==> config.mk <==
export PLATFORM = sky130hd
export DESIGN_NAME = vga_scan_ctrl
export DESIGN_NICKNAME = d
export VERILOG_FILES = /design/src/rtl/vga_pkg.sv /design/src/rtl/vga_scan_ctrl_sync_delay.sv /design/src/rtl/vga_scan_ctrl.sv
export SDC_FILE = /design/constraint.sdc
export NUM_CORES = 1
export LEC_CHECK = 0
export ABC_CLOCK_PERIOD_IN_PS = 5300
export CAP_MARGIN = 20
export CORE_MARGIN = 8
export CORE_UTILIZATION = 55
export CTS_CLUSTER_DIAMETER = 50
export DETAILED_ROUTE_END_ITERATION = 10
export MAX_ROUTING_LAYER = met4
export PLACE_DENSITY = 0.89
export SLEW_MARGIN = 40
export SYNTH_ARGS = -nofsm -noshare
export SYNTH_HDL_FRONTEND = slang
export SYNTH_HIERARCHICAL = 1
export SYNTH_SLANG_ARGS = --single-unit
export TNS_END_PERCENT = 5
==> constraint.sdc <==
create_clock -name clk -period 5.3 [get_ports clk]
set_input_delay 0.795 -clock clk [delete_from_list [all_inputs] [get_ports clk]]
set_output_delay 0.795 -clock clk [all_outputs]
set_load 0.02 [all_outputs]
==> src/rtl/vga_pkg.sv <==
// vga_pkg: shared timing defaults and types for the pixel datapath.
// Holds the default 800x600@72 Hz timing (50 MHz pixel clock), the raster
// coordinate type consumed by the colour generators, the RGB pixel type,
// the bundle of sync signals carried down the delay line, and the states
// of the optional pause sequencer (VGA_SCAN_PAUSE_EN).
package vga_pkg;

  localparam int HACTIVE = 800;
  localparam int HFP     = 56;
  localparam int HSYNC   = 120;
  localparam int HBP     = 64;
  localparam int VACTIVE = 600;
  localparam int VFP     = 37;
  localparam int VSYNC   = 6;
  localparam int VBP     = 23;
  localparam int HTOTAL  = HACTIVE + HFP + HSYNC + HBP;  // 1040
  localparam int VTOTAL  = VACTIVE + VFP + VSYNC + VBP;  // 666

  typedef logic signed [10:0] coord_t;

  typedef struct packed {
    logic [7:0] r;
    logic [7:0] g;
    logic [7:0] b;
  } rgb_t;

  // Field order fixes the bit layout inside the delay line.
  typedef struct packed {
    logic hs;
    logic vs;
    logic blank;
    logic sof;
  } sync_t;

  typedef enum logic [1:0] {
    SCAN_RUN    = 2'd0,
    SCAN_ARMED  = 2'd1,
    SCAN_PAUSED = 2'd2
  } scan_state_t;

  // Half-open window test lo <= v < hi, unsigned.
  function automatic logic in_window(input logic [10:0] v,
                                     input logic [10:0] lo,
                                     input logic [10:0] hi);
    return (v >= lo) && (v < hi);
  endfunction

endpackage

==> src/rtl/vga_scan_ctrl_sync_delay.sv <==
// sync_delay: LAT-deep, enable-gated shift register.
// Ports:
//   clk      in   clock
//   reset_n  in   synchronous active-low reset; every stage loads rst_val
//   en       in   shift enable; all stages hold when low
//   din      in   W-bit stage-0 input
//   rst_val  in   W-bit value loaded into every stage on reset
//   dout     out  W-bit last stage
module sync_delay
  import vga_pkg::*;
#(
  parameter int LAT = 1,
  parameter int W   = 4
) (
  input  logic         clk,
  input  logic         reset_n,
  input  logic         en,
  input  logic [W-1:0] din,
  input  logic [W-1:0] rst_val,
  output logic [W-1:0] dout
);

  logic [LAT-1:0][W-1:0] pipe;

  always_ff @(posedge clk) begin
    if (!reset_n) begin
      pipe <= {LAT{rst_val}};
    end else if (en) begin
      pipe[0] <= din;
      for (int i = 1; i < LAT; i++) pipe[i] <= pipe[i-1];
    end
  end

  assign dout = pipe[LAT-1];

endmodule

==> src/rtl/vga_scan_ctrl.sv <==
// vga_scan_ctrl: raster scan controller for the pixel datapath.
// Produces spotX/spotY for the colour generators, plus hs/vs/blank/sof
// delayed LAT en-cycles so they line up with the generators' registered
// RGB, and a completed-frame counter.
// Ports:
//   clk        in   pixel clock
//   reset_n    in   synchronous active-low reset
//   en         in   advance enable; scan and delay line hold when low
//   pause_req  in   (only with VGA_SCAN_PAUSE_EN) stop at next frame boundary
//   spotX      out  current column, 0..HTOTAL-1
//   spotY      out  current line, 0..VTOTAL-1
//   hs, vs     out  syncs, active level H_POL / V_POL
//   blank      out  1 outside the active area
//   sof        out  pulse at pixel (0,0)
//   frame_cnt  out  completed-frame count, wraps
// Optional feature macro: VGA_SCAN_PAUSE_EN.
module vga_scan_ctrl #(
  parameter int HACTIVE = vga_pkg::HACTIVE,
  parameter int HFP     = vga_pkg::HFP,
  parameter int HSYNC   = vga_pkg::HSYNC,
  parameter int HBP     = vga_pkg::HBP,
  parameter int VACTIVE = vga_pkg::VACTIVE,
  parameter int VFP     = vga_pkg::VFP,
  parameter int VSYNC   = vga_pkg::VSYNC,
  parameter int VBP     = vga_pkg::VBP,
  parameter bit H_POL   = 1'b1,
  parameter bit V_POL   = 1'b1,
  parameter int LAT     = 1,
  parameter int FCW     = 16
) (
  input  logic                clk,
  input  logic                reset_n,
  input  logic                en,
`ifdef VGA_SCAN_PAUSE_EN
  input  logic                pause_req,
`endif
  output logic signed [10:0]  spotX,
  output logic signed [10:0]  spotY,
  output logic                hs,
  output logic                vs,
  output logic                blank,
  output logic                sof,
  output logic [FCW-1:0]      frame_cnt
);

  import vga_pkg::*;

  localparam int H_TOT = HACTIVE + HFP + HSYNC + HBP;
  localparam int V_TOT = VACTIVE + VFP + VSYNC + VBP;

  localparam logic [10:0] H_LAST = 11'(H_TOT - 1);
  localparam logic [10:0] V_LAST = 11'(V_TOT - 1);
  localparam logic [10:0] H_BLK  = 11'(HACTIVE);
  localparam logic [10:0] V_BLK  = 11'(VACTIVE);
  localparam logic [10:0] H_SS   = 11'(HACTIVE + HFP);
  localparam logic [10:0] H_SE   = 11'(HACTIVE + HFP + HSYNC);
  localparam logic [10:0] V_SS   = 11'(VACTIVE + VFP);
  localparam logic [10:0] V_SE   = 11'(VACTIVE + VFP + VSYNC);

  localparam sync_t S_IDLE = '{hs: ~H_POL, vs: ~V_POL, blank: 1'b1, sof: 1'b0};

  if (H_TOT > 2047 || V_TOT > 2047) begin : g_bad_total
    $error("vga_scan_ctrl: HTOTAL/VTOTAL exceed 11-bit counter range");
  end
  if (LAT < 1 || LAT > 4) begin : g_bad_lat
    $error("vga_scan_ctrl: LAT must be 1..4");
  end

  logic [10:0] hcnt, vcnt;
  logic        last_x, last_y, frame_end;
  logic        paused;
  sync_t       s0, s_out;

  assign last_x    = (hcnt == H_LAST);
  assign last_y    = (vcnt == V_LAST);
  assign frame_end = last_x && last_y;

`ifdef VGA_SCAN_PAUSE_EN
  // A request is remembered (ARMED) until the frame completes; the wrap
  // into (0,0) happens normally and the scan then parks there.
  scan_state_t state, state_nxt;

  always_ff @(posedge clk) begin
    if (!reset_n) state <= SCAN_RUN;
    else          state <= state_nxt;
  end

  always_comb begin
    state_nxt = state;
    case (state)
      SCAN_RUN:    if (pause_req) state_nxt = (en && frame_end) ? SCAN_PAUSED : SCAN_ARMED;
      SCAN_ARMED:  if (en && frame_end) state_nxt = SCAN_PAUSED;
      SCAN_PAUSED: if (en && !pause_req) state_nxt = SCAN_RUN;
      default:     state_nxt = SCAN_RUN;
    endcase
  end

  always_comb begin
    paused = (state == SCAN_PAUSED);
  end
`else
  assign paused = 1'b0;
`endif

  // Scan counters; frame_cnt counts completed frames at the (0,0) wrap.
  always_ff @(posedge clk) begin
    if (!reset_n) begin
      hcnt      <= '0;
      vcnt      <= '0;
      frame_cnt <= '0;
    end else if (en && !paused) begin
      if (last_x) begin
        hcnt <= '0;
        if (last_y) begin
          vcnt      <= '0;
          frame_cnt <= frame_cnt + FCW'(1);
        end else begin
          vcnt <= vcnt + 11'd1;
        end
      end else begin
        hcnt <= hcnt + 11'd1;
      end
    end
  end

  // Stage-0 decode from the registered position. vcnt only changes at the
  // hcnt wrap, so vs edges land on line starts.
  always_comb begin
    s0.hs    = in_window(hcnt, H_SS, H_SE) ? H_POL : ~H_POL;
    s0.vs    = in_window(vcnt, V_SS, V_SE) ? V_POL : ~V_POL;
    s0.blank = (hcnt >= H_BLK) || (vcnt >= V_BLK);
    s0.sof   = (hcnt == 11'd0) && (vcnt == 11'd0);
    if (paused) s0 = S_IDLE;
  end

  sync_delay #(
    .LAT (LAT),
    .W   ($bits(sync_t))
  ) u_dly (
    .clk     (clk),
    .reset_n (reset_n),
    .en      (en),
    .din     (s0),
    .rst_val (S_IDLE),
    .dout    (s_out)
  );

  assign spotX = $signed(hcnt);
  assign spotY = $signed(vcnt);
  assign hs    = s_out.hs;
  assign vs    = s_out.vs;
  assign blank = s_out.blank;
  assign sof   = s_out.sof;

endmodule
==> results of run 1 <==
[synth_stat cells, drive strengths merged]
cell | instances | area share
nand3 | 11 | 0.025
o31ai | 17 | 0.058
mux2 | 4 | 0.020
nor3b | 2 | 0.0068
a21o | 1 | 0.0034
nand3b | 1 | 0.0034
or3 | 11 | 0.033
and3 | 2 | 0.0057
o221ai | 1 | 0.0040
nand2 | 15 | 0.025
dfxtp | 38 | 0.34
edfxtp | 4 | 0.054
buf | 8 | 0.029
xnor2 | 6 | 0.024
mux2i | 1 | 0.0045
a31o | 1 | 0.0040
o21ai | 10 | 0.023
nand2b | 1 | 0.0028
a21oi | 30 | 0.068
nor3 | 8 | 0.018
and4 | 5 | 0.020
clkinv | 1 | 0.0017
xor2 | 5 | 0.020
nand4b | 2 | 0.0079
clkbuf | 7 | 0.012
nand4 | 13 | 0.037
or4 | 18 | 0.063
and2 | 3 | 0.0085
ha | 6 | 0.034
conb | 2 | 0.0034
nor2 | 16 | 0.027
inv | 6 | 0.010
[through the flow]
stage	cell area, um^2	util	hold WS [ns]	total power [mW]	setup slack [ns]
final	2773	0.7033	0.4880	0.6613	2.537
after global routing	2773	0.7033	0.5199	0.6829	2.430
after CTS	2773	0.7033	0.4915	0.6657	2.578
after detailed placement	2640	0.6696	0.4782	0.3693	2.271
after global placement	2640	0.6696	0.4636	0.3686	2.377
after floorplan	2221	-	0.5511	0.3536	3.077
[cells by family after synthesis]
| logic type | Yosys count |
|---|---|
| compound gates | 60 |
| xor+xnor | 11 |
| fa+ha+maj | 6 |
| buf+inv | 22 |
| flops | 42 |
| mux | 5 |
| other cells | 2 |
| simple gates | 108 |
[state kept, by name (all words and copies together), names as in the netlist]
register,count
frame_cnt,16
spotX,11
spotY,11
u_dly/dout,4
[critical path: cells and delay by family]
family | cells | cell delay, ns
AND/OR/NAND/NOR | 3 | 0.59
buffers and inverters | 2 | 0.88
AO/OA/AOI/OAI | 1 | 0.65
[cell usage in the layout, fill, tap and decap left out, types with 2 or more instances in the layout]
cell              n
a21oi_1          30
and2_1            3
and3_1            2
and4_1            4
bufinv_16         2
clkbuf_8          5
clkdlybuf4s50_1  44
clkinv_1          2
conb_1            4
dfxtp_1          38
edfxtp_1          4
ha_1              6
inv_1             6
mux2_2            4
nand2_1          15
nand3_1          11
nand4_1          13
nand4b_1          2
nor2_1           16
nor3_1            8
nor3b_1           2
o21ai_0           9
o31ai_1          17
or3_1            10
or4_1            17
xnor2_1           6
xor2_1            5
[routing by layer]
layer | global-route usage | part of all wire | vias to the layer above
li1 | - | - | 1033
met1 | 0.2216 | 0.44 | 983
met2 | 0.2893 | 0.48 | 58
met3 | 0.04617 | 0.056 | 10
met4 | 0.05926 | 0.015 | 0
met5 | - | 0 | -
[power by group through the flow]
| stage | registers [mW] | logic (mW) | clock network, mW |
|---|---|---|---|
| finish | 0.328 | 0.0337 | 0.299 |
| global route | 0.329 | 0.0367 | 0.317 |
| CTS | 0.328 | 0.0339 | 0.303 |
| detailed placement | 0.336 | 0.0336 | 0 |
| global placement | 0.336 | 0.0331 | 0 |
| floorplan | 0.342 | 0.0120 | 0 |
[how the worst max path moves through the flow]
stage | from | to | slack, ns
after floorplan | en | frame_cnt[12] | 3.08
after CTS | en | spotY[2] | 2.58
final | en | spotY[2] | 2.54
after global placement | en | spotY[2] | 2.38
after detailed placement | en | spotY[2] | 2.27
after global routing | en | spotY[2] | 2.43
[area by class of cell]
type,count,area [um^2],share of cell area
Clock buffer,5,68.82,0.02482
Clock inverter,3,63.81,0.02301
Inverter,7,26.28,0.009477
Multi-Input combinational cell,194,1222,0.4409
Sequential cell,42,880.8,0.3177
Tap cell,50,62.56,0.02256
Timing Repair Buffer,45,447.9,0.1616
==> reports/results.tsv, run 1 <==
stage	metric	value	unit
routing	drt via density	6.023	
critical_path	maximum fanout along the worst path	42	
power	PwrDens	238.5	nW/um^2
power	Comb pwr share	0.051	
sta	final hold violations	0	
sta	RSZ-0062 raised after global routing	false	
yosys	register area share after synthesis	0.3980	
clocking	CTS buffer count	5	
floorplanning	CORE AREA	3943	um^2
power	Max rail drop VDD	140.1	uV
clocking	clock root buffer master	clkbuf_8	
power	Lkg Pwr	0.8809	nW
yosys	Synth Area in XOR/XNOR	0.04353	
clocking	Sink Count	42	
sta	skew final	0.006541	ns
sta	Slew @ Worst Pin	0.7598	ns
critical_path	startpoint class of the critical path	primary input	
power	sw power	135.0	uW
yosys	synthesized instance count	256	
cells_and_area	layout filler cell count	314	
yosys	Synth cell types	39	
floorplanning	Horiz. Die Dim	79.44	um
sta	setup TNS	0	ns
floorplanning	I/O Pins	45	
yosys	Seq cells post-synth	42	
yosys	syn_area_per_cell	8.646	um^2
critical_path	Worst Setup End Kind	flip-flop	
global_routing	vias in the first global route	1971	
clocking	setup repair bufs after CTS	0	
critical_path	FF-to-FF path depth	5	
worst_hold_path	hold path cells	2	
worst_hold_path	Min-Delay Endpoint	frame_cnt[15]	
flow_run	maxcap violations	0	
yosys	mux contribution to synthesized area	0.02487	
clocking	post-CTS resize count	0	
routing	mean routed wirelength per cell	15.73	um
clocking	register clock-pin slew on the reported worst setup and hold paths	0.08	ns
critical_path	CP max-delay cell	o21ai_1	
worst_hold_path	Hold WC Path Type	reg -> reg	
critical_path	Critical Path RT	5.46	ns
routing	DRC Markers	0	
run_status	status	finished clean	
routing	wirelength, routed	5441	um
floorplanning	Starting Density	0.5614	
global_routing	Remaining Overflow, GRT	0	
cells_and_area	# nets final	304	
place	post-DP HPWL	3770	um
place	gpl congestion	0.8142	
yosys	largest family of logic cells by synthesized area	simple AND/OR/NAND/NOR gates	
clocking	hold buffers post-CTS	0	
floorplanning	# rows	23	
global_routing	antenna violations before repair	0	
sta	fin crit share	0.5214	
yosys	adder-cell share of the synthesized area	0.03392	
clocking	Worst-Skew Late Latency	0.30	ns
place	placed insts	338	
routing	Vias	2084	
power	Int Power	526.3	uW
critical_path	Setup CP Type	in -> reg	
cells_and_area	share of cells above drive strength 1	0.05405	
power	switch share	0.2041	
clocking	H-tree depth	2	
routing	iteration-0 DRC count of the detailed router	235	
routing	Pre-antenna DRT Iters	4	
cells_and_area	Synth-to-Final Area Change	25.27	%
sta	fin. max-slew vios	0	
place	port bufs	44	
cells_and_area	Finished Layout Cells	346	
floorplanning	Die H	79.44	um
critical_path	Reg-to-Reg End	spotY[2]	
yosys	post-synthesis simple-gate area fraction	0.2838	
clocking	CTS tree	yes	
critical_path	CP Cell Sequence	clkdlybuf4s50_1 > and4_1 > nand4_1 > buf_4 > o21ai_1 > nor2_1	
routing	Post-DRT Antenna Nets	0	
sta	crit path time final	2.763	ns
yosys	post-synthesis compound-gate area fraction	0.1594	
sta	Rel. slew slack	0.4901	
critical_path	R2R setup slack	2.93	ns
critical_path	critical path data arrival time	2.92	ns
floorplanning	die area	6310	um^2
sta	Peak Freq	361.9	MHz
cells_and_area	# diodes	0	
yosys	Ys Warns	6	
critical_path	Max stage delay on crit path	0.65	ns
clocking	Max clock buf depth	2	
global_routing	largest net degree at the start of global routing	43	
critical_path	FF-to-FF Start	spotY[0]	
global_routing	global-route wire length before repair	9225	um
sta	final setup fails	0	
worst_hold_path	hold_sp	frame_cnt[15]	
yosys	mapped cell area	2213	um^2
power	sequential power share	0.497	
global_routing	Overall Global Routing Usage	0.1829	
power	power share of the clock group	0.453	
(Power assumes the default switching activity.)
==> inputs of run 2 (changes only) <==
--- a/config.mk
+++ b/config.mk
@@ -5,14 +5,14 @@
 export SDC_FILE = /design/constraint.sdc
 export NUM_CORES = 1
 export LEC_CHECK = 0
-export ABC_CLOCK_PERIOD_IN_PS = 5300
+export ABC_CLOCK_PERIOD_IN_PS = 2400
 export CAP_MARGIN = 20
 export CORE_MARGIN = 8
-export CORE_UTILIZATION = 55
+export CORE_UTILIZATION = 46
 export CTS_CLUSTER_DIAMETER = 50
 export DETAILED_ROUTE_END_ITERATION = 10
 export MAX_ROUTING_LAYER = met4
-export PLACE_DENSITY = 0.89
+export PLACE_DENSITY = 0.8
 export SLEW_MARGIN = 40
 export SYNTH_ARGS = -nofsm -noshare
 export SYNTH_HDL_FRONTEND = slang
==> constraint.sdc (replaced) <==
create_clock -name clk -period 2.4 [get_ports clk]
set_input_delay 0.36 -clock clk [delete_from_list [all_inputs] [get_ports clk]]
set_output_delay 0.36 -clock clk [all_outputs]
set_load 0.02 [all_outputs]
==> reports/results.tsv, run 2 (same netlist as run 1, synthesis figures left out) <==
stage	metric	value	unit
global_routing	Overall Global Routing Usage	0.1573	
flow_run	maxcap violations	0	
cells_and_area	Synth-to-Final Area Change	28.38	%
global_routing	vias in the first global route	2053	
sta	skew final	0.009506	ns
routing	Pre-antenna DRT Iters	4	
sta	RSZ-0062 raised after global routing	false	
clocking	Worst-Skew Late Latency	0.30	ns
sta	Fin Hold WS	0.4877	ns
critical_path	maximum fanout along the worst path	14	
global_routing	grt met3 use	0.04440	
place	placed insts	352	
clocking	Sink Count	42	
place	gpl congestion	0.8244	
cells_and_area	# nets final	314	
power	power share of the clock group	0.409	
sta	final setup fails	0	
global_routing	M2 GR Usage	0.2642	
routing	wirelength, routed	5549	um
routing	Vias	2134	
global_routing	met1 Use GR	0.1796	
global_routing	global-route wire length before repair	9384	um
floorplanning	die area	7287	um^2
sta	Peak Freq	470.8	MHz
routing	mean routed wirelength per cell	15.41	um
cells_and_area	commonest non-fill, non-tap cell in the layout	clkdlybuf4s50_1	
critical_path	Critical Path RT	2.63	ns
cells_and_area	Finished Layout Cells	360	
clocking	hold buffers post-CTS	0	
clocking	post-CTS resize count	0	
global_routing	largest net degree at the start of global routing	43	
sta	fin crit share	0.8850	
routing	iteration-0 DRC count of the detailed router	150	
routing	DRC Markers	0	
floorplanning	Starting Density	0.4717	
power	Comb pwr share	0.057	
place	port bufs	44	
critical_path	startpoint class of the critical path	flip-flop	
global_routing	Remaining Overflow, GRT	0	
critical_path	Setup CP Type	reg -> reg	
sta	worst setup margin	0.2760	ns
global_routing	antenna violations before repair	0	
floorplanning	CORE AREA	4692	um^2
clocking	register clock-pin slew on the reported worst setup and hold paths	0.08	ns
power	Int Power	1.060	mW
place	setup slack at placement	0.2432	ns
power	switch share	0.2198	
cells_and_area	Largest register FFs	16	
clocking	setup repair bufs after CTS	0	
cells_and_area	most frequent cells in the layout	44 x clkdlybuf4s50_1, 38 x dfxtp_1, 30 x a21oi_1	
power	PwrDens	478.3	nW/um^2
cells_and_area	# diodes	0	
power	Lkg Pwr	0.9308	nW
critical_path	critical path data arrival time	2.35	ns
clocking	CTS tree	yes	
floorplanning	I/O Pins	45	
clocking	H-tree depth	2	
clocking	Max clock buf depth	2	
cells_and_area	Storage cell area	880.8	um^2
power	Max rail drop VDD	367.6	uV
sta	final hold violations	0	
clocking	CTS buffer count	5	
run_status	status	finished clean	
power	sw power	298.7	uW
cells_and_area	final core occ	0.6056	
cells_and_area	area occupied by multi-input gates	1222	um^2
critical_path	Worst Setup End Kind	flip-flop	
worst_hold_path	Hold WC Path Type	reg -> reg	
floorplanning	# rows	25	
sta	fin. max-slew vios	0	
cells_and_area	layout filler cell count	417	
cells_and_area	largest register by flop count	frame_cnt	
sta	setup TNS	0	ns
cells_and_area	share of cells above drive strength 1	0.08824	
power	sequential power share	0.533	
place	post-DP HPWL	3909	um
sta	crit path time final	2.124	ns
global_routing	Top Usage Layer GRT	met2	
clocking	clock root buffer master	clkbuf_8	
routing	Post-DRT Antenna Nets	0	
floorplanning	Horiz. Die Dim	85.37	um
floorplanning	Die H	85.37	um
routing	drt via density	5.928	
-- run 2: cell types whose count changed in the layout (fill, tap and decap cells not counted) --
| cell | delta |
|---|---|
| buf_4 | +9 |
| buf_12 | +1 |
| clkinv_1 | -1 |
| bufinv_16 | -1 |
| clkinv_2 | +2 |
-- run 2: metal layers --
| metal | up-vias | part of all wire |
|---|---|---|
| met5 | - | 0 |
| met4 | 0 | 0.0079 |
| met3 | 5 | 0.059 |
| met2 | 53 | 0.49 |
| met1 | 1022 | 0.44 |
| li1 | 1054 | - |
-- run 2: path summary, 6_finish.rpt --
| path | from | end | slack [ns] | cells after the start |
|---|---|---|---|---|
| hold / removal | frame_cnt[15] | frame_cnt[15] | 0.49 | 2 |
| setup / recovery | spotY[6] | frame_cnt[7] | 0.28 | 4 |
| hold reg to reg | frame_cnt[15] | frame_cnt[15] | 0.49 | 2 |
| setup reg to reg | spotY[6] | frame_cnt[7] | 0.28 | 4 |
-- run 2: area by class of cell --
cell class,count,area share
flip-flops and latches,42,0.3100
multi-input cells,194,0.4302
clock inverters,3,0.01409
inverters,7,0.009247
repair buffers,55,0.1885
well taps,54,0.02378
clock buffers,5,0.02422
-- run 2: metrics by stage --
stage / power (mW) / area [um^2]
after global routing: 1.407 / 2841
after CTS: 1.371 / 2841
after global placement: 0.8187 / 2733
final: 1.359 / 2841
after detailed placement: 0.8203 / 2733
after floorplan: 0.7809 / 2221
-- run 2: worst max-delay path: stages (launching register included) --
cell	delay, ns
dfxtp_1	0.39
or3_4	0.38
or4_4	0.63
or4_1	0.50
a21oi_1	0.16
-- run 2: power by group through the flow --
stage          Clock [mW]  Combinational [mW]  Sequential [mW]
5_1_grt             0.596              0.0853            0.726
6_report            0.556              0.0781            0.725
3_5_place_dp            0              0.0786            0.742
2_1_floorplan           0              0.0266            0.754
4_1_cts             0.567              0.0790            0.725
3_3_place_gp            0              0.0777            0.741
